===== config.mk =====
export PLATFORM = sky130hd
export DESIGN_NAME = puzzle_core
export DESIGN_NICKNAME = d
export VERILOG_FILES = /design/src/rtl/game_pkg.sv /design/src/rtl/move_stack.sv /design/src/rtl/puzzle_core.sv
export SDC_FILE = /design/constraint.sdc
export NUM_CORES = 1
export LEC_CHECK = 0
export BUFFER_PORTS_ARGS = -buffer_cell sky130_fd_sc_hd__clkbuf_2
export CORE_ASPECT_RATIO = 0.8
export CORE_MARGIN = 1
export CORE_UTILIZATION = 57
export DETAILED_ROUTE_END_ITERATION = 16
export PLACE_DENSITY = 0.8
export RECOVER_POWER = 50
export SYNTH_ARGS = -nofsm -noshare
export SYNTH_HDL_FRONTEND = slang
export SYNTH_SLANG_ARGS = --single-unit

===== constraint.sdc =====
create_clock -name clk -period 5.7 [get_ports clk]
set_input_delay 0.855 -clock clk [delete_from_list [all_inputs] [get_ports clk]]
set_output_delay 0.855 -clock clk [all_outputs]
set_load 0.02 [all_outputs]

===== src/rtl/game_pkg.sv =====
// Shared game definitions: mode encodings and the solved-board pattern.
package game_pkg;

  typedef enum logic [1:0] {
    CHOSE_BOARD  = 2'b00,
    GAMING       = 2'b01,
    GAME_INITIAL = 2'b10,
    WINNED       = 2'b11
  } game_status_t;

  localparam int MAX_BITS = 256;

  // Solved board: cell i holds value i; bits above cells*cw are zero.
  function automatic logic [MAX_BITS-1:0] target_board(input int cells, input int cw);
    logic [MAX_BITS-1:0] b;
    b = '0;
    for (int i = 0; i < cells; i++) begin
      for (int k = 0; k < cw; k++) begin
        b[8'(i * cw + k)] = ((i >> k) & 1) != 0;
      end
    end
    return b;
  endfunction

endpackage


===== src/rtl/move_stack.sv =====
// Circular LIFO of move indices; a push onto a full stack overwrites the oldest entry.
module move_stack #(
  parameter int DEPTH = 8,
  parameter int IW    = 2,
  parameter int HW    = $clog2(DEPTH + 1)
) (
  input  logic          clk,
  input  logic          reset,
  input  logic          clear,
  input  logic          push,
  input  logic          pop,
  input  logic [IW-1:0] din,
  output logic [IW-1:0] top,
  output logic [HW-1:0] count
);

  localparam int PW = $clog2(DEPTH);
  localparam logic [PW-1:0] LAST = PW'(DEPTH - 1);
  localparam logic [HW-1:0] FULL = HW'(DEPTH);

  logic [IW-1:0] mem [DEPTH];
  logic [PW-1:0] wp_reg;
  logic [PW-1:0] rd_ptr;
  logic [HW-1:0] cnt_reg;

  // Newest entry sits just below the write pointer, wrapping at slot 0.
  assign rd_ptr = (wp_reg == '0) ? LAST : wp_reg - 1'b1;
  assign top    = mem[rd_ptr];
  assign count  = cnt_reg;

  always_ff @(posedge clk) begin
    if (push && !clear) begin
      mem[wp_reg] <= din;
    end
  end

  always_ff @(posedge clk or negedge reset) begin
    if (!reset) begin
      wp_reg  <= '0;
      cnt_reg <= '0;
    end else if (clear) begin
      wp_reg  <= '0;
      cnt_reg <= '0;
    end else if (push) begin
      wp_reg <= (wp_reg == LAST) ? '0 : wp_reg + 1'b1;
      if (cnt_reg != FULL) begin
        cnt_reg <= cnt_reg + 1'b1;
      end
    end else if (pop && cnt_reg != '0) begin
      wp_reg  <= rd_ptr;
      cnt_reg <= cnt_reg - 1'b1;
    end
  end

endmodule


===== src/rtl/puzzle_core.sv =====
// Cyclic-swap puzzle: edge-detected buttons swap neighbouring cells, with undo history.
module puzzle_core
  import game_pkg::*;
#(
  parameter int CELLS  = 4,
  parameter int CW     = 3,
  parameter int DEPTH  = 8,
  parameter int MOVE_W = 8
) (
  input  logic                         clk,
  input  logic                         reset,
  input  logic [1:0]                   game_status,
  input  logic [CELLS-1:0]             act,
  input  logic                         undo,
  input  logic [CELLS*CW-1:0]          origin_bd,
  output logic [CELLS*CW-1:0]          out_pc,
  output logic                         win_flag,
  output logic [MOVE_W-1:0]            move_cnt,
  output logic [$clog2(DEPTH+1)-1:0]   hist_cnt,
  output logic                         illegal
);

  localparam int IW = $clog2(CELLS);
  localparam int HW = $clog2(DEPTH + 1);
  localparam int BW = CELLS * CW;
  localparam logic [MAX_BITS-1:0] TARGET_ALL = target_board(CELLS, CW);
  localparam logic [BW-1:0]       TARGET     = TARGET_ALL[BW-1:0];
  localparam logic [MOVE_W-1:0]   MOVE_MAX   = '1;

  game_status_t      status;
  logic [CELLS-1:0]  act_q_reg;
  logic              undo_q_reg;
  logic              armed_reg;
  logic [BW-1:0]     pc_reg;
  logic              win_reg;
  logic [MOVE_W-1:0] move_reg;
  logic              ill_reg;

  logic [CELLS-1:0]  act_press;
  logic              undo_press;
  logic              multi, single_act, single_undo;
  logic              live, do_push, do_pop, reject, stack_clear;
  logic [IW-1:0]     act_idx, pop_idx, swap_idx;
  logic [BW-1:0]     swapped;
  logic [HW-1:0]     stack_cnt;

  assign status     = game_status_t'(game_status);
  assign act_press  = act & ~act_q_reg;
  assign undo_press = undo & ~undo_q_reg;

  always_comb begin
    act_idx = '0;
    for (int i = 0; i < CELLS; i++) begin
      if (act_press[i]) act_idx = IW'(i);
    end
  end

  // armed_reg masks the first edge after reset so held buttons are not presses.
  assign multi       = ($countones(act_press) + int'(undo_press)) > 1;
  assign single_act  = ($countones(act_press) == 1) && !undo_press;
  assign single_undo = undo_press && (act_press == '0);
  assign live        = armed_reg && (status == GAMING);
  assign do_push     = live && single_act;
  assign do_pop      = live && single_undo && (stack_cnt != '0);
  assign reject      = live && (multi || (single_undo && stack_cnt == '0));
  assign stack_clear = (status == CHOSE_BOARD) || (status == GAME_INITIAL);
  assign swap_idx    = single_undo ? pop_idx : act_idx;

  generate
    for (genvar gi = 0; gi < CELLS; gi++) begin : g_swap
      localparam int NXT = (gi + 1) % CELLS;
      localparam int PRV = (gi + CELLS - 1) % CELLS;
      assign swapped[gi*CW +: CW] =
        (swap_idx == IW'(gi))  ? pc_reg[NXT*CW +: CW] :
        (swap_idx == IW'(PRV)) ? pc_reg[PRV*CW +: CW] :
                                 pc_reg[gi*CW +: CW];
    end
  endgenerate

  move_stack #(.DEPTH(DEPTH), .IW(IW), .HW(HW)) u_stack (
    .clk   (clk),
    .reset (reset),
    .clear (stack_clear),
    .push  (do_push),
    .pop   (do_pop),
    .din   (act_idx),
    .top   (pop_idx),
    .count (stack_cnt)
  );

  always_ff @(posedge clk or negedge reset) begin
    if (!reset) begin
      act_q_reg  <= '0;
      undo_q_reg <= 1'b0;
      armed_reg  <= 1'b0;
      pc_reg     <= '0;
      win_reg    <= 1'b0;
      move_reg   <= '0;
      ill_reg    <= 1'b0;
    end else begin
      act_q_reg  <= act;
      undo_q_reg <= undo;
      armed_reg  <= 1'b1;
      ill_reg    <= reject;
      case (status)
        CHOSE_BOARD, GAME_INITIAL: begin
          pc_reg   <= origin_bd;
          move_reg <= '0;
          win_reg  <= 1'b0;
        end
        GAMING: begin
          win_reg <= (pc_reg == TARGET);
          if (do_push) begin
            pc_reg <= swapped;
            if (move_reg != MOVE_MAX) move_reg <= move_reg + 1'b1;
          end else if (do_pop) begin
            pc_reg <= swapped;
            if (move_reg != '0) move_reg <= move_reg - 1'b1;
          end
        end
        default: ;
      endcase
    end
  end

  assign out_pc   = pc_reg;
  assign win_flag = win_reg;
  assign move_cnt = move_reg;
  assign hist_cnt = stack_cnt;
  assign illegal  = ill_reg;

endmodule


Word level (Yosys, flattened, before mapping):

Memory sizes are Yosys's and may differ from the RTL's.
Cells that the tools add are included.

* $add $sub $neg: 10
* multipliers: 0
* divide/modulo/power cells: 0
* magnitude comparators: 1
* eq/ne operators: 14
* shift operators: 0
* muxes and demuxes: 32
* bitwise logic cells: 4
* reduce and logical (&&, ||, !) cells: 27

Operators with widths (number)
* $mux W3: 13
* $add A32 B2 Y32: 1
* $gt A32 B2 Y1 const B: 1
* $mux W8: 4
* $mux W12: 2
* $pmux W12 S2: 1
* $mux W4: 4
* $pmux W8 S2: 1
* $eq A12 B11 Y1 const B: 1
* $logic_and A1 B1 Y1: 10
* $add A8 B1 Y8 const B: 1
* $logic_not A4 Y1: 2
* $ne A8 B8 Y1 const B: 1
* $reduce_bool A8 Y1: 1
* $sub A8 B1 Y8 const B: 1
* $eq A2 B2 Y1 const B: 3
* $mux W2: 3
* $ne A3 B1 Y1 const B: 2
* $add A1 B1 Y2: 2
* $add A4 B1 Y4 const B: 1
* $and A4 B4 Y4: 1
* $eq A2 B1 Y1 const B: 2
* $logic_not A2 Y1: 2
* $ne A4 B4 Y1 const B: 1
* other kinds (22): 27

* flip-flop bits (word level): 35
* latch bits: 0
* RAM bits: 16
* ROM bits: 0
* input bits: 21
* output and inout bits: 26
* logic and storage cells: 98
* memories kept: 1

Memories
* u_stack.mem: words 8, width 2, rd ports 1, clocked after Yosys merged registers in 0, wr ports 1, RTL line move_stack.sv:21 `logic [IW-1:0] mem [DEPTH];`

Logic depth before layout (Yosys ltp):

Gate-level depths: netlist of run 1.

* depth in word-level cells: 12
* mapped depth: 17
* gate-level depth less buffers: 16

By module:

Synthesis of run 1 repeated with hierarchy kept, for this count alone.

* cell total of the unflattened synthesis: 340
* area, all modules: 3450.8 sq um

By module, submodules not included
* puzzle_core: instances 1, cells each 232, area each 2153.3 sq um, sequential area each 700.7 sq um
* move_stack: instances 1, cells each 108, area each 1297.5 sq um, sequential area each 655.6 sq um

Least setup slack after synthesis of run 1:

No wires, ideal clock.

* kind: input -> register
* start point: input port act[3]
* end point: register move_reg[7] (netlist: move_cnt[7])
* setup time: 83 ps
* arrival: 4635 ps
* required time: 5617 ps
* slack: 983 ps
* cell stages on the path: 17
* path buffers: 1
* path through: nand2b_1 > inv_1 > fa_1 > ha_1 > ha_1 > nor4b_1 > nand3_1 > clkbuf_1 > ha_1 > a21o_1 > a21oi_1 > nor2b_1 > o21a_1 > o41a_1 > xnor2_1 > or4_1 > o21ai_0

* word-level cells in the longest chain between the ends: 8
* elaborated cells on any way between the ends: 16
* those cells by class: 2 x add/sub; 4 x eq/ne; 2 x mux; 1 x bitwise; 7 x reduce/logical

RTL lines
* start, declared: RTL line puzzle_core.sv:13 `input logic [CELLS-1:0] act,`
* $and A4 B4 Y4 *: RTL line puzzle_core.sv:48 `assign act_press = act & ~act_q_reg;`
* $add A1 B1 Y2 (implied by the code): RTL line puzzle_core.sv:60 `assign single_act = ($countones(act_press) == 1) && !undo_press;`
* $add A2 B2 Y3 (implied by the code): RTL line puzzle_core.sv:60
* $eq A3 B1 Y1: RTL line puzzle_core.sv:60
* $logic_and A1 B1 Y1: RTL line puzzle_core.sv:60
* $logic_and A1 B1 Y1: RTL line puzzle_core.sv:63 `assign do_push = live && single_act;`
* $ne A3 B1 Y1 (no line), or another cell as far along
* $reduce_and A4 Y1 (no line) or $pmux W8 S2 (tied branches)
* end signal, assigned: RTL line puzzle_core.sv:115 `if (move_reg != MOVE_MAX) move_reg <= move_reg + 1'b1;`
* end signal, assigned: RTL line puzzle_core.sv:118 `if (move_reg != '0) move_reg <= move_reg - 1'b1;`
* end, declared: RTL line puzzle_core.sv:36 `logic [MOVE_W-1:0] move_reg;`

Every way passes the cells marked *; elsewhere a longest branch is shown, timed or not.
A chain may end at the register's enable or synchronous reset.

Final worst setup path of run 1:

Ends and elaborated chain as after synthesis.

==> PnR_summary.wiki, run 1 <==
{| class="wikitable"
! Metric !! Value
|-
| Outcome || finished with violations
|-
| Violations in the final reports || max-capacitance violations, max-slew violations
|-
| Top cell by count, worst path || sky130_fd_sc_hd__ha_1
|-
| Unrepaired setup endpoints after global routing || false
|-
| Routed wirelength normalized by instance count || 16.43 um
|-
| Starting Density || 59.86%
|-
| Crit-path leading delay family || simple AND/OR/NAND/NOR gates
|-
| Global-route wire length before repair || 10430 um
|-
| Largest register by flop count || u_stack.mem
|-
| Total of cells resized after clock tree synthesis || 0
|-
| Clk slew on worst S/H paths || 0.09 ns
|-
| Met2 Track Usage GR || 37.30%
|-
| Number of sinks on the clock net || 51
|-
| Die W || 83.54 um
|-
| Via Count || 2259
|-
| # IOs || 47
|-
| Sum of net half-perimeters after detailed placement || 4608 um
|-
| CTS H-tree depth || 2
|-
| Layout Area Growth over Synthesis || 11.51%
|-
| Maximum Capacitance Violations || 1
|-
| Initial antenna violation count || 0
|-
| Critical-path cell with the highest stage delay || sky130_fd_sc_hd__nor4b_1
|-
| Power density of the placed cells || 308.1 nW/um^2
|-
| Kind of end point of the critical path || register
|-
| Data arrival time of the critical path || 5.06 ns
|-
| Final antenna-violating net count || 0
|-
| Hold-fix buffer count after cts || 0
|-
| Sequential cell area in the final layout || 1356 um^2
|-
| Global-route usage over all layers || 23.64%
|-
| Number of diodes || 0
|-
| Area of the multi-input gates || 1587 um^2
|-
| GR met3 Demand/Resource || 4.645%
|-
| Type of element launching the critical path || input pin
|-
| Global route total overflow || 0
|-
| Die outline height || 67.23 um
|-
| Post-DR vias/cell || 5.883
|-
| Post-route setup TNS || 0 ns
|-
| Number of cells on the critical path || 17
|-
| Biggest cell delay along the critical path || 0.50 ns
|-
| Shortest clock period the worst path allows after layout || 4.844 ns
|-
| Post-synth ARST share || 68.63%
|-
| Final Routed Wirelength || 6308 um
|-
| Number of different library cells in the post-synthesis netlist || 53
|-
| Reg-to-reg startpoint || act_q_reg[3]
|-
| Die footprint || 5616 um^2
|-
| Class of the worst hold path || register to register
|-
| CP Capture Point || move_cnt[7]
|-
| Setup slack on the worst flop-to-flop path || 1.08 ns
|-
| Ordered list of cells on the worst path || clkbuf_1, nand2b_1, inv_1, fa_1, ha_1, ha_1, nor4b_1, nand3_1, ha_1, a21o_1, a21oi_1, nor2b_1, o21a_1, o41a_1, xnor2_1, or4_1, o21ai_0
|-
| Met1 capacity usage during global routing || 34.12%
|-
| CP Launch Point || act[3]
|-
| Clock buffers created by TritonCTS || 5
|-
| Largest net degree at the start of global routing || 36
|-
| Layout cell share with drive strength beyond 1 || 15.53%
|-
| Busiest metal layer after global routing || met2
|-
| Weighted congestion at the end of routability-driven global placement || 0.7935
|-
| Yosys Warn Count || 0
|-
| Count of buffer and inverter cells on the critical path || 2
|-
| Drt drc || 0
|-
| Worst-case vdd ir drop || 0.2225 mV
|-
| Count of state elements after synthesis || 51
|-
| Final count of pins violating max slew || 36
|-
| Worst slew pin tran || 1.927 ns
|-
| Cell Count, Final, Fillers Out || 384
|-
| EDFF count, synth || 16
|-
| Sequential share of the synthesized area || 44.74%
|-
| Gate count of the mapped netlist || 275
|-
| Max reg flops || 16
|-
| Clock tree from TritonCTS || yes
|-
| Worst EP required || 5.92 ns
|-
| Number of input and output port buffers inserted || 46
|-
| Post-route fraction of the period consumed by the critical path || 84.98%
|-
| Maximum net fanout on the critical path || 8
|-
| Worst R2R Path Depth || 16
|-
| Mean area per synthesized cell || 11.02 um^2
|-
| Start-to-end type of the worst setup path || input pin to register
|-
| Area of the mapped netlist || 3032 um^2
|-
| Clock tree root buffer cell || sky130_fd_sc_hd__clkbuf_8
|-
| Number of global-route vias before repair || 2126
|-
| Net count of the finished layout || 362
|-
| Reported leakage power || 1.515 nW
|-
| First drt pass iteration count || 4
|-
| Syn_nets || 316
|-
| Dominant synthesized flop cell || sky130_fd_sc_hd__dfrtp_1
|-
| Filler Cells Inserted || 398
|-
| Core footprint || 5065 um^2
|-
| Total placed cells including tap cells || 376
|-
| Critical R2R Capture || move_cnt[7]
|-
| Longest Clk Path Bufs || 2
|-
| First DRT Iteration DRCs || 137
|-
| Hold Fails Final Rpt || 0
|-
| Max-slew headroom at the worst pin || -28.47%
|-
| Site row count || 23
|-
| Skew final || 0.007943 ns
|-
| Final setup violation count || 0
|-
| Achievable Freq || 206.5 MHz
|-
| Clock network latency to the later pin of the worst-skew pair || 0.30 ns
|-
| Post CTS Setup Buffer Count || 0
|}
## metrics by stage
stage          util, %  power, mW  hold WS (ns)  area (um^2)  setup WS, ns
5_1_grt          66.75      1.108        0.6055         3381        0.5898
3_5_place_dp     65.44     0.8391        0.5416         3314        0.5847
6_report         66.75      1.042        0.5565         3381        0.8562
3_3_place_gp     65.44     0.8259        0.5453         3314        0.7527
2_1_floorplan        -     0.7365        0.4970         3032        0.9825
4_1_cts          67.22      1.051        0.5624         3405        0.8862
## final cells by class
cell class                      count  area share [%]
Clock buffer                        7           2.554
Clock inverter                      1          0.1110
Inverter                           13           1.443
Multi-Input combinational cell    202           46.93
Sequential cell                    51           40.12
Tap cell                           62           2.295
Timing Repair Buffer               48           6.551
## worst register-to-register path: cells and delay by family, from the launching register on
kind,cells,cell delay (ns)
fa+ha+maj,4,1.36
compound gates,5,0.97
buf+inv,1,0.10
flops,1,0.37
simple gates,5,1.62
xor+xnor,1,0.14
## how the worst min path moves through the flow
stage              start        end  slack (ns)  cells past startpoint
2_1_floorplan  armed_reg    illegal        0.50                      2
3_3_place_gp   armed_reg    illegal        0.55                      2
3_5_place_dp   armed_reg    illegal        0.54                      2
4_1_cts        armed_reg    illegal        0.56                      2
5_1_grt        out_pc[5]  out_pc[5]        0.61                      1
6_report       armed_reg    illegal        0.56                      2
## routing by layer
metal	vias up	wire length [um]
met5	-	0
met4	0	50
met3	4	295
met2	57	2839
met1	1090	3123
li1	1108	-
## where the power goes
part | total [mW] | leakage (nW) | switching (mW) | internal [mW]
Sequential | 0.473 | 0.587 | 0.0569 | 0.416
Clock | 0.210 | 0.0459 | 0.112 | 0.0975
Combinational | 0.359 | 0.882 | 0.203 | 0.156
## Yosys cell counts, drive strengths merged, types with 2 or more instances
cell     instances  share of area, %
a211o            2              0.58
mux2             7               3.0
a21o            11               2.7
a21oi           16               3.0
nor2            20               2.6
edfxtp          16                16
nand2b           8               1.7
and3             2              0.41
o22ai            2              0.41
mux2i           13               4.3
a211oi           8               2.0
nor3             7               1.2
clkbuf           7              0.87
nand4            3              0.62
nor2b            9               2.4
and2             3              0.62
xnor2            7               2.0
nor4b            2              0.58
mux4             3               2.4
o31ai            2              0.50
buf              2              0.54
a22o             2              0.58
inv             13               1.6
o2bb2ai          2              0.58
fa               4               2.6
o21ai           10               2.0
dfrtp           35                29
nor4             8               1.7
nand3            7               1.2
ha              16               6.6
o41ai            2              0.58
nand2           14               1.7
## logic make-up (layout without fill, tap and decap cells)
group	count (synthesis)	count (layout)	share of synthesized area [%]
AOI/OAI and AO/OA	62	62	15.15
xor gates and xnor gates	8	8	2.311
adders and majority gates	20	20	9.245
buffers and inverters	22	69	3.013
DFF	51	51	44.74
muxes	23	23	9.616
other	1	1	0.1237
and+or+nand+nor	88	88	15.81
## cell usage in the layout, fill, tap and decap left out, types with 3 or more instances in the layout
cell / count
sky130_fd_sc_hd__nand2_1: 14
sky130_fd_sc_hd__nand2b_1: 8
sky130_fd_sc_hd__nand4_1: 3
sky130_fd_sc_hd__nand3_1: 7
sky130_fd_sc_hd__nor2b_1: 6
sky130_fd_sc_hd__o21ai_0: 9
sky130_fd_sc_hd__nor3_1: 7
sky130_fd_sc_hd__ha_1: 16
sky130_fd_sc_hd__mux2_4: 3
sky130_fd_sc_hd__dfrtp_1: 35
sky130_fd_sc_hd__a211oi_1: 8
sky130_fd_sc_hd__inv_1: 12
sky130_fd_sc_hd__nor4_1: 8
sky130_fd_sc_hd__clkbuf_2: 27
sky130_fd_sc_hd__mux2i_1: 13
sky130_fd_sc_hd__mux2_1: 3
sky130_fd_sc_hd__a21oi_1: 15
sky130_fd_sc_hd__clkbuf_1: 20
sky130_fd_sc_hd__and2_1: 3
sky130_fd_sc_hd__edfxtp_1: 16
sky130_fd_sc_hd__xnor2_1: 7
sky130_fd_sc_hd__nor2_1: 19
sky130_fd_sc_hd__a21o_1: 11
sky130_fd_sc_hd__fa_1: 4
sky130_fd_sc_hd__clkbuf_8: 6
(Power assumes the default switching activity.)
==> run 2: changes to the inputs <==
Clock period 5.7 ns to 4.7 ns, I/O delays scaled along.
==> run 2 against run 1 <==
The flow still finishes with violations (max-capacitance violations, max-slew violations). Global-route usage decreased by 0.38 points. Largest cell class unchanged. Utilization up 0.52 points. Critical path type unchanged. Count of clock-buffer cells in the layout is the same. Sequential power grew 21%. Worst hold slack got worse by 0.040 ns. Sequential share of layout area decreased by 0.31 points. Clock power up 24%. Register-to-register slack lost 0.71 ns. Cell count is 1.0% higher. Non-clock buffer count grew 4. Critical endpoint unchanged.
==> PnR_summary.wiki, run 2 (synthesis results as in run 1) <==
{| class="wikitable"
! Metric !! Value
|-
| Outcome || finished with violations
|-
| Violations in the final reports || max-capacitance violations, max-slew violations
|-
| Type of element launching the critical path || input pin
|-
| # IOs || 47
|-
| Sum of net half-perimeters after detailed placement || 4631 um
|-
| Longest Clk Path Bufs || 2
|-
| Kind of end point of the critical path || register
|-
| Site row count || 23
|-
| Largest register by flop count || u_stack.mem
|-
| First DRT Iteration DRCs || 102
|-
| Max reg flops || 16
|-
| Post-route total power || 1.269 mW
|-
| Layout Area Growth over Synthesis || 12.38%
|-
| Reg-to-reg startpoint || act_q_reg[1]
|-
| Post-route fraction of the period consumed by the critical path || 93.68%
|-
| First drt pass iteration count || 4
|-
| Post-route setup TNS || 0 ns
|-
| Final count of pins violating max slew || 36
|-
| CP Launch Point || act[1]
|-
| Largest net degree at the start of global routing || 36
|-
| Total placed cells including tap cells || 380
|-
| Cell Count, Final, Fillers Out || 388
|-
| Start-to-end type of the worst setup path || input pin to register
|-
| Clk slew on worst S/H paths || 0.09 ns
|-
| Hold Fails Final Rpt || 0
|-
| Via Count || 2272
|-
| Final Routed Wirelength || 6174 um
|-
| Routed wirelength normalized by instance count || 15.91 um
|-
| Drt drc || 0
|-
| Shortest clock period the worst path allows after layout || 4.403 ns
|-
| Skew final || 0.005733 ns
|-
| Power density of the placed cells || 372.6 nW/um^2
|-
| Worst EP required || 4.93 ns
|-
| Setup slack at placement || 0.02795 ns
|-
| Maximum Capacitance Violations || 1
|-
| Final cell utilization of the core || 67.27%
|-
| Post CTS Setup Buffer Count || 0
|-
| Net count of the finished layout || 366
|-
| Starting Density || 59.86%
|-
| Highest-count cells in the layout ignoring fill and taps || 35 x sky130_fd_sc_hd__dfrtp_1, 26 x sky130_fd_sc_hd__clkbuf_2, 22 x sky130_fd_sc_hd__clkbuf_1
|-
| Unrepaired setup endpoints after global routing || false
|-
| Clock tree root buffer cell || sky130_fd_sc_hd__clkbuf_8
|-
| Die footprint || 5616 um^2
|-
| Worst slew pin tran || 1.922 ns
|-
| Final antenna-violating net count || 0
|-
| Global route total overflow || 0
|-
| Number of global-route vias before repair || 2056
|-
| Clock buffers created by TritonCTS || 5
|-
| Post-DR vias/cell || 5.856
|-
| Weighted congestion at the end of routability-driven global placement || 0.8462
|-
| Initial antenna violation count || 0
|-
| Clock network latency to the later pin of the worst-skew pair || 0.31 ns
|-
| Reported leakage power || 1.530 nW
|-
| CTS H-tree depth || 2
|-
| Data arrival time of the critical path || 4.63 ns
|-
| Achievable Freq || 227.1 MHz
|-
| Smallest setup slack after layout || 0.2969 ns
|-
| Global-route usage over all layers || 23.26%
|-
| Layout cell share with drive strength beyond 1 || 16.26%
|-
| Most common cell after layout, fill and taps aside || sky130_fd_sc_hd__dfrtp_1
|-
| Total of cells resized after clock tree synthesis || 0
|-
| Final setup violation count || 0
|-
| Clock tree from TritonCTS || yes
|-
| Number of sinks on the clock net || 51
|-
| Maximum net fanout on the critical path || 7
|-
| Core footprint || 5065 um^2
|-
| Class of the worst hold path || input pin to register
|-
| Die outline height || 67.23 um
|-
| Number of input and output port buffers inserted || 46
|-
| Worst-case vdd ir drop || 0.2716 mV
|-
| Number of diodes || 0
|-
| Max-slew headroom at the worst pin || -28.15%
|-
| Global-route wire length before repair || 10130 um
|-
| Die W || 83.54 um
|-
| Startpoint of the most critical hold path || act[1]
|-
| Hold-fix buffer count after cts || 0
|}
[run 2: changes by cell type in the layout (fill, tap and decap cells not counted), sizes merged]
cell    change
clkbuf      +1
buf         +3
[run 2: routing by layer]
metal  vias to the layer above  GRT usage, %  part of all wire [%]
li1                       1104             -                     -
met2                        55         35.14                    43
met3                         7         4.034                   4.3
met1                      1106         34.31                    51
met4                         0         7.839                   1.1
met5                         -             0                     0
[run 2: stage by stage]
step           hold slack (ns)  cell area (um^2)
2_1_floorplan           0.4094              3032
3_3_place_gp            0.5445              3344
3_5_place_dp            0.5390              3344
4_1_cts                 0.5100              3436
5_1_grt                 0.5079              3407
6_report                0.5167              3407
[run 2: report_power, final]
part	switching [mW]	leakage (nW)	internal, mW
combinational	0.244	0.894	0.192
sequential	0.0674	0.587	0.505
clock	0.142	0.0482	0.119
[run 2: final cells by class]
class / count / area (um^2)
Fill cell: 396 / 1658
Multi-Input combinational cell: 202 / 1587
Sequential cell: 51 / 1356
Timing Repair Buffer: 52 / 246.5
Clock buffer: 7 / 86.33
Tap cell: 62 / 77.57
Inverter: 13 / 48.80
Clock inverter: 1 / 5.005
[run 2: worst paths after layout]
check                                    to  slack [ns]  cells after the start
setup / recovery                move_cnt[7]        0.30                     17
hold / removal                 act_q_reg[1]        0.52                      1
setup reg to reg                move_cnt[7]        0.37                     16
hold reg to reg                    win_flag        0.55                      2
max in group asynchronous  u_stack.count[3]        2.68                      1
min in group asynchronous      act_q_reg[1]        0.92                      1
[run 2: critical path, stage by stage]
cell and delay [ns]:
sky130_fd_sc_hd__clkbuf_1 0.08, sky130_fd_sc_hd__nand2b_1 0.12, sky130_fd_sc_hd__inv_1 0.07, sky130_fd_sc_hd__fa_1 0.47, sky130_fd_sc_hd__ha_1 0.25, sky130_fd_sc_hd__ha_1 0.28, sky130_fd_sc_hd__nor4b_1 0.51, sky130_fd_sc_hd__nand3_1 0.21
sky130_fd_sc_hd__buf_4 0.22, sky130_fd_sc_hd__ha_1 0.31, sky130_fd_sc_hd__a21oi_1 0.20, sky130_fd_sc_hd__nor2b_1 0.10, sky130_fd_sc_hd__o21a_1 0.19, sky130_fd_sc_hd__o41a_1 0.33, sky130_fd_sc_hd__xnor2_1 0.14, sky130_fd_sc_hd__or4_1 0.39
sky130_fd_sc_hd__o21ai_0 0.08
==> run 3: changes to the inputs <==
Settings changed: CORE_UTILIZATION 57 to 58, PLACE_DENSITY 0.8 to 0.78, SYNTH_HIERARCHICAL set to 1.
==> run 3 against run 2 <==
The run still ends with max-capacitance violations, max-slew violations left. Sequential share of layout area decreased by 4.2 points. Utilization increased by 0.88 points. Critical path depth unchanged. Power increased by 14%. Via count increased by 23%. Global-route usage increased by 3.5 points. Worst setup slack improved by 0.28 ns. Sequential power increased by 5.8%. Count of clock-buffer cells in the layout decreased by 2. Die area increased by 12%.
==> PnR_summary.wiki, run 3 <==
{| class="wikitable"
! Metric !! Value
|-
| Most common cell after layout, fill and taps aside || sky130_fd_sc_hd__dfrtp_1
|-
| Maximum net fanout on the critical path || 13
|-
| Total placed cells including tap cells || 457
|-
| Clock tree from TritonCTS || yes
|-
| Number of global-route vias before repair || 2640
|-
| Clock buffers created by TritonCTS || 5
|-
| Dominant synthesized flop cell || sky130_fd_sc_hd__dfrtp_1
|-
| Achievable Freq || 242.6 MHz
|-
| Longest Clk Path Bufs || 2
|-
| Post-route setup TNS || 0 ns
|-
| Worst-case vdd ir drop || 0.2807 mV
|-
| Clock network latency to the later pin of the worst-skew pair || 0.31 ns
|-
| Weighted congestion at the end of routability-driven global placement || 0.9194
|-
| Via Count || 2803
|-
| Layout Area Growth over Synthesis || 10.30%
|-
| Post-route total power || 1.447 mW
|-
| Core footprint || 5585 um^2
|-
| Gate count of the mapped netlist || 340
|-
| Most instantiated cells after synthesis || 35 x sky130_fd_sc_hd__dfrtp_1, 34 x sky130_fd_sc_hd__nor2_1, 23 x sky130_fd_sc_hd__inv_1
|-
| Final count of pins violating max slew || 36
|-
| Hold-fix buffer count after cts || 0
|-
| Hold Fails Final Rpt || 0
|-
| Shortest clock period the worst path allows after layout || 4.123 ns
|-
| Post-route fraction of the period consumed by the critical path || 87.71%
|-
| Sum of net half-perimeters after detailed placement || 5871 um
|-
| Global route total overflow || 0
|-
| Worst slew pin tran || 1.972 ns
|-
| Number of diodes || 0
|-
| Violations in the final reports || max-capacitance violations, max-slew violations
|-
| Minimum hold slack || 0.5103 ns
|-
| Total of cells resized after clock tree synthesis || 0
|-
| Starting Density || 61.78%
|-
| Filler Cells Inserted || 478
|-
| First DRT Iteration DRCs || 177
|-
| Drt drc || 0
|-
| Maximum Capacitance Violations || 1
|-
| First drt pass iteration count || 5
|-
| Final setup violation count || 0
|-
| Reported leakage power || 1.578 nW
|-
| Dominant cell by count in the synthesized netlist || sky130_fd_sc_hd__dfrtp_1
|-
| Clock tree root buffer cell || sky130_fd_sc_hd__clkbuf_8
|-
| Cell type with the highest aggregate area in the netlist || sky130_fd_sc_hd__dfrtp_1
|-
| # IOs || 47
|-
| Routed wirelength normalized by instance count || 16.78 um
|-
| Max-slew headroom at the worst pin || -31.48%
|-
| Final Routed Wirelength || 7801 um
|-
| Sequential share of the synthesized area || 39.30%
|-
| Clk slew on worst S/H paths || 0.11 ns
|-
| Max reg flops || 16
|-
| Unrepaired setup endpoints after global routing || false
|-
| Largest register by flop count || u_stack/mem
|-
| Leading cell types by total area after synthesis || sky130_fd_sc_hd__dfrtp_1 25%, sky130_fd_sc_hd__edfxtp_1 14%, sky130_fd_sc_hd__ha_1 5.8%, sky130_fd_sc_hd__mux2_2 4.9%, sky130_fd_sc_hd__nor2_1 3.7%
|-
| Largest net degree at the start of global routing || 36
|-
| EDFF count, synth || 16
|-
| Die outline height || 70.99 um
|-
| Die footprint || 6264 um^2
|-
| Global-route wire length before repair || 12890 um
|-
| Outcome || finished with violations
|-
| Worst EP required || 4.91 ns
|-
| Start-to-end type of the worst setup path || input pin to register
|-
| Post-DR vias/cell || 6.028
|-
| Die W || 88.24 um
|-
| Final antenna-violating net count || 0
|-
| Ordered list of cells on the worst path || clkbuf_1, nor2b_1, inv_2, fa_1, inv_1, ha_1, ha_1, nand4bb_1, or3_1, inv_1, buf_4, fa_1, nor2b_1, o31a_1, o21a_1, o21a_1, o41ai_2
|-
| Power density of the placed cells || 380.3 nW/um^2
|-
| Post CTS Setup Buffer Count || 0
|-
| Data arrival time of the critical path || 4.33 ns
|-
| Kind of end point of the critical path || register
|-
| Initial antenna violation count || 0
|-
| Area of the mapped netlist || 3451 um^2
|-
| Number of different library cells in the post-synthesis netlist || 70
|-
| Syn_nets || 381
|-
| Skew final || 0.01419 ns
|-
| Highest-count cells in the layout ignoring fill and taps || 35 x sky130_fd_sc_hd__dfrtp_1, 34 x sky130_fd_sc_hd__nor2_1, 26 x sky130_fd_sc_hd__clkbuf_1
|-
| Global-route usage over all layers || 26.79%
|-
| Net count of the finished layout || 427
|-
| Cell Count, Final, Fillers Out || 465
|-
| Area share of the leading cell type in the synthesized netlist || 25.38%
|-
| Layout cell share with drive strength beyond 1 || 18.60%
|-
| CTS H-tree depth || 2
|-
| Yosys Warn Count || 6
|-
| Class of the worst hold path || input pin to register
|-
| Post-synth ARST share || 68.63%
|-
| Critical-path cell with the highest stage delay || sky130_fd_sc_hd__fa_1
|-
| Site row count || 24
|-
| Count of state elements after synthesis || 51
|-
| Mean area per synthesized cell || 10.15 um^2
|-
| Number of input and output port buffers inserted || 46
|-
| Biggest cell delay along the critical path || 0.54 ns
|-
| Number of sinks on the clock net || 51
|-
| Type of element launching the critical path || input pin
|}
==> run 3: logic make-up (layout without fill, tap and decap cells) <==
logic type,count (synthesis),in the layout,synth area share (%)
AND/OR/NAND/NOR,121,121,19.40
flip-flops,51,51,39.30
adder cells (fa/ha/maj),20,20,8.122
multiplexers,29,29,9.971
other,1,1,0.1087
AO/OA/AOI/OAI,76,76,16.97
XOR/XNOR,5,5,1.269
buffers and inverters,37,84,4.859
==> run 3: power by group <==
group          switching, mW  internal (mW)
combinational          0.327          0.246
clock                  0.159          0.110
sequential            0.0905          0.515
==> run 3: worst paths after layout <==
kind,slack (ns),endpoint,depth (start not counted),startpoint
hold / removal,0.51,act_q_reg[2],1,act[2]
max in group asynchronous,2.63,move_cnt[3],1,reset
setup reg to reg,0.72,move_cnt[6],16,act_q_reg[3]
hold reg to reg,0.56,win_flag,2,win_flag
setup / recovery,0.58,move_cnt[6],17,act[3]
min in group asynchronous,0.93,act_q_reg[1],1,reset
==> run 3: stage by stage <==
step	cell area (um^2)	util, %	setup WS [ns]
after CTS	3839	68.73	0.6010
after global placement	3742	67.00	0.3885
after detailed placement	3742	67.00	0.2727
final	3806	68.15	0.5775
after floorplan	3451	-	0.4143
after global routing	3806	68.15	0.3804
==> run 3: area by class of cell <==
class                   count  area (um^2)  share of cell area (%)
inverters                  25        93.84                   2.465
clock inverters             3        27.53                  0.7232
clock buffers               5        68.82                   1.808
flip-flops and latches     51         1356                   35.63
multi-input cells         252         1927                   50.62
repair buffers             51        235.2                   6.180
well taps                  78        97.59                   2.564
==> run 3: critical path, delay by kind of cell <==
| kind | cells | cell delay [ns] |
|---|---|---|
| AND/OR/NAND/NOR | 4 | 1.02 |
| AO/OA/AOI/OAI | 4 | 0.79 |
| buffers and inverters | 5 | 0.58 |
| adder cells (fa/ha/maj) | 4 | 1.24 |
==> run 3: per-layer routing <==
metal | vias up | wire length (um) | track usage [%]
met4 | 0 | 77 | 6.989
li1 | 1358 | - | -
met3 | 9 | 527 | 4.201
met1 | 1317 | 3766 | 39.62
met2 | 119 | 3429 | 41.20
met5 | - | 0 | 0
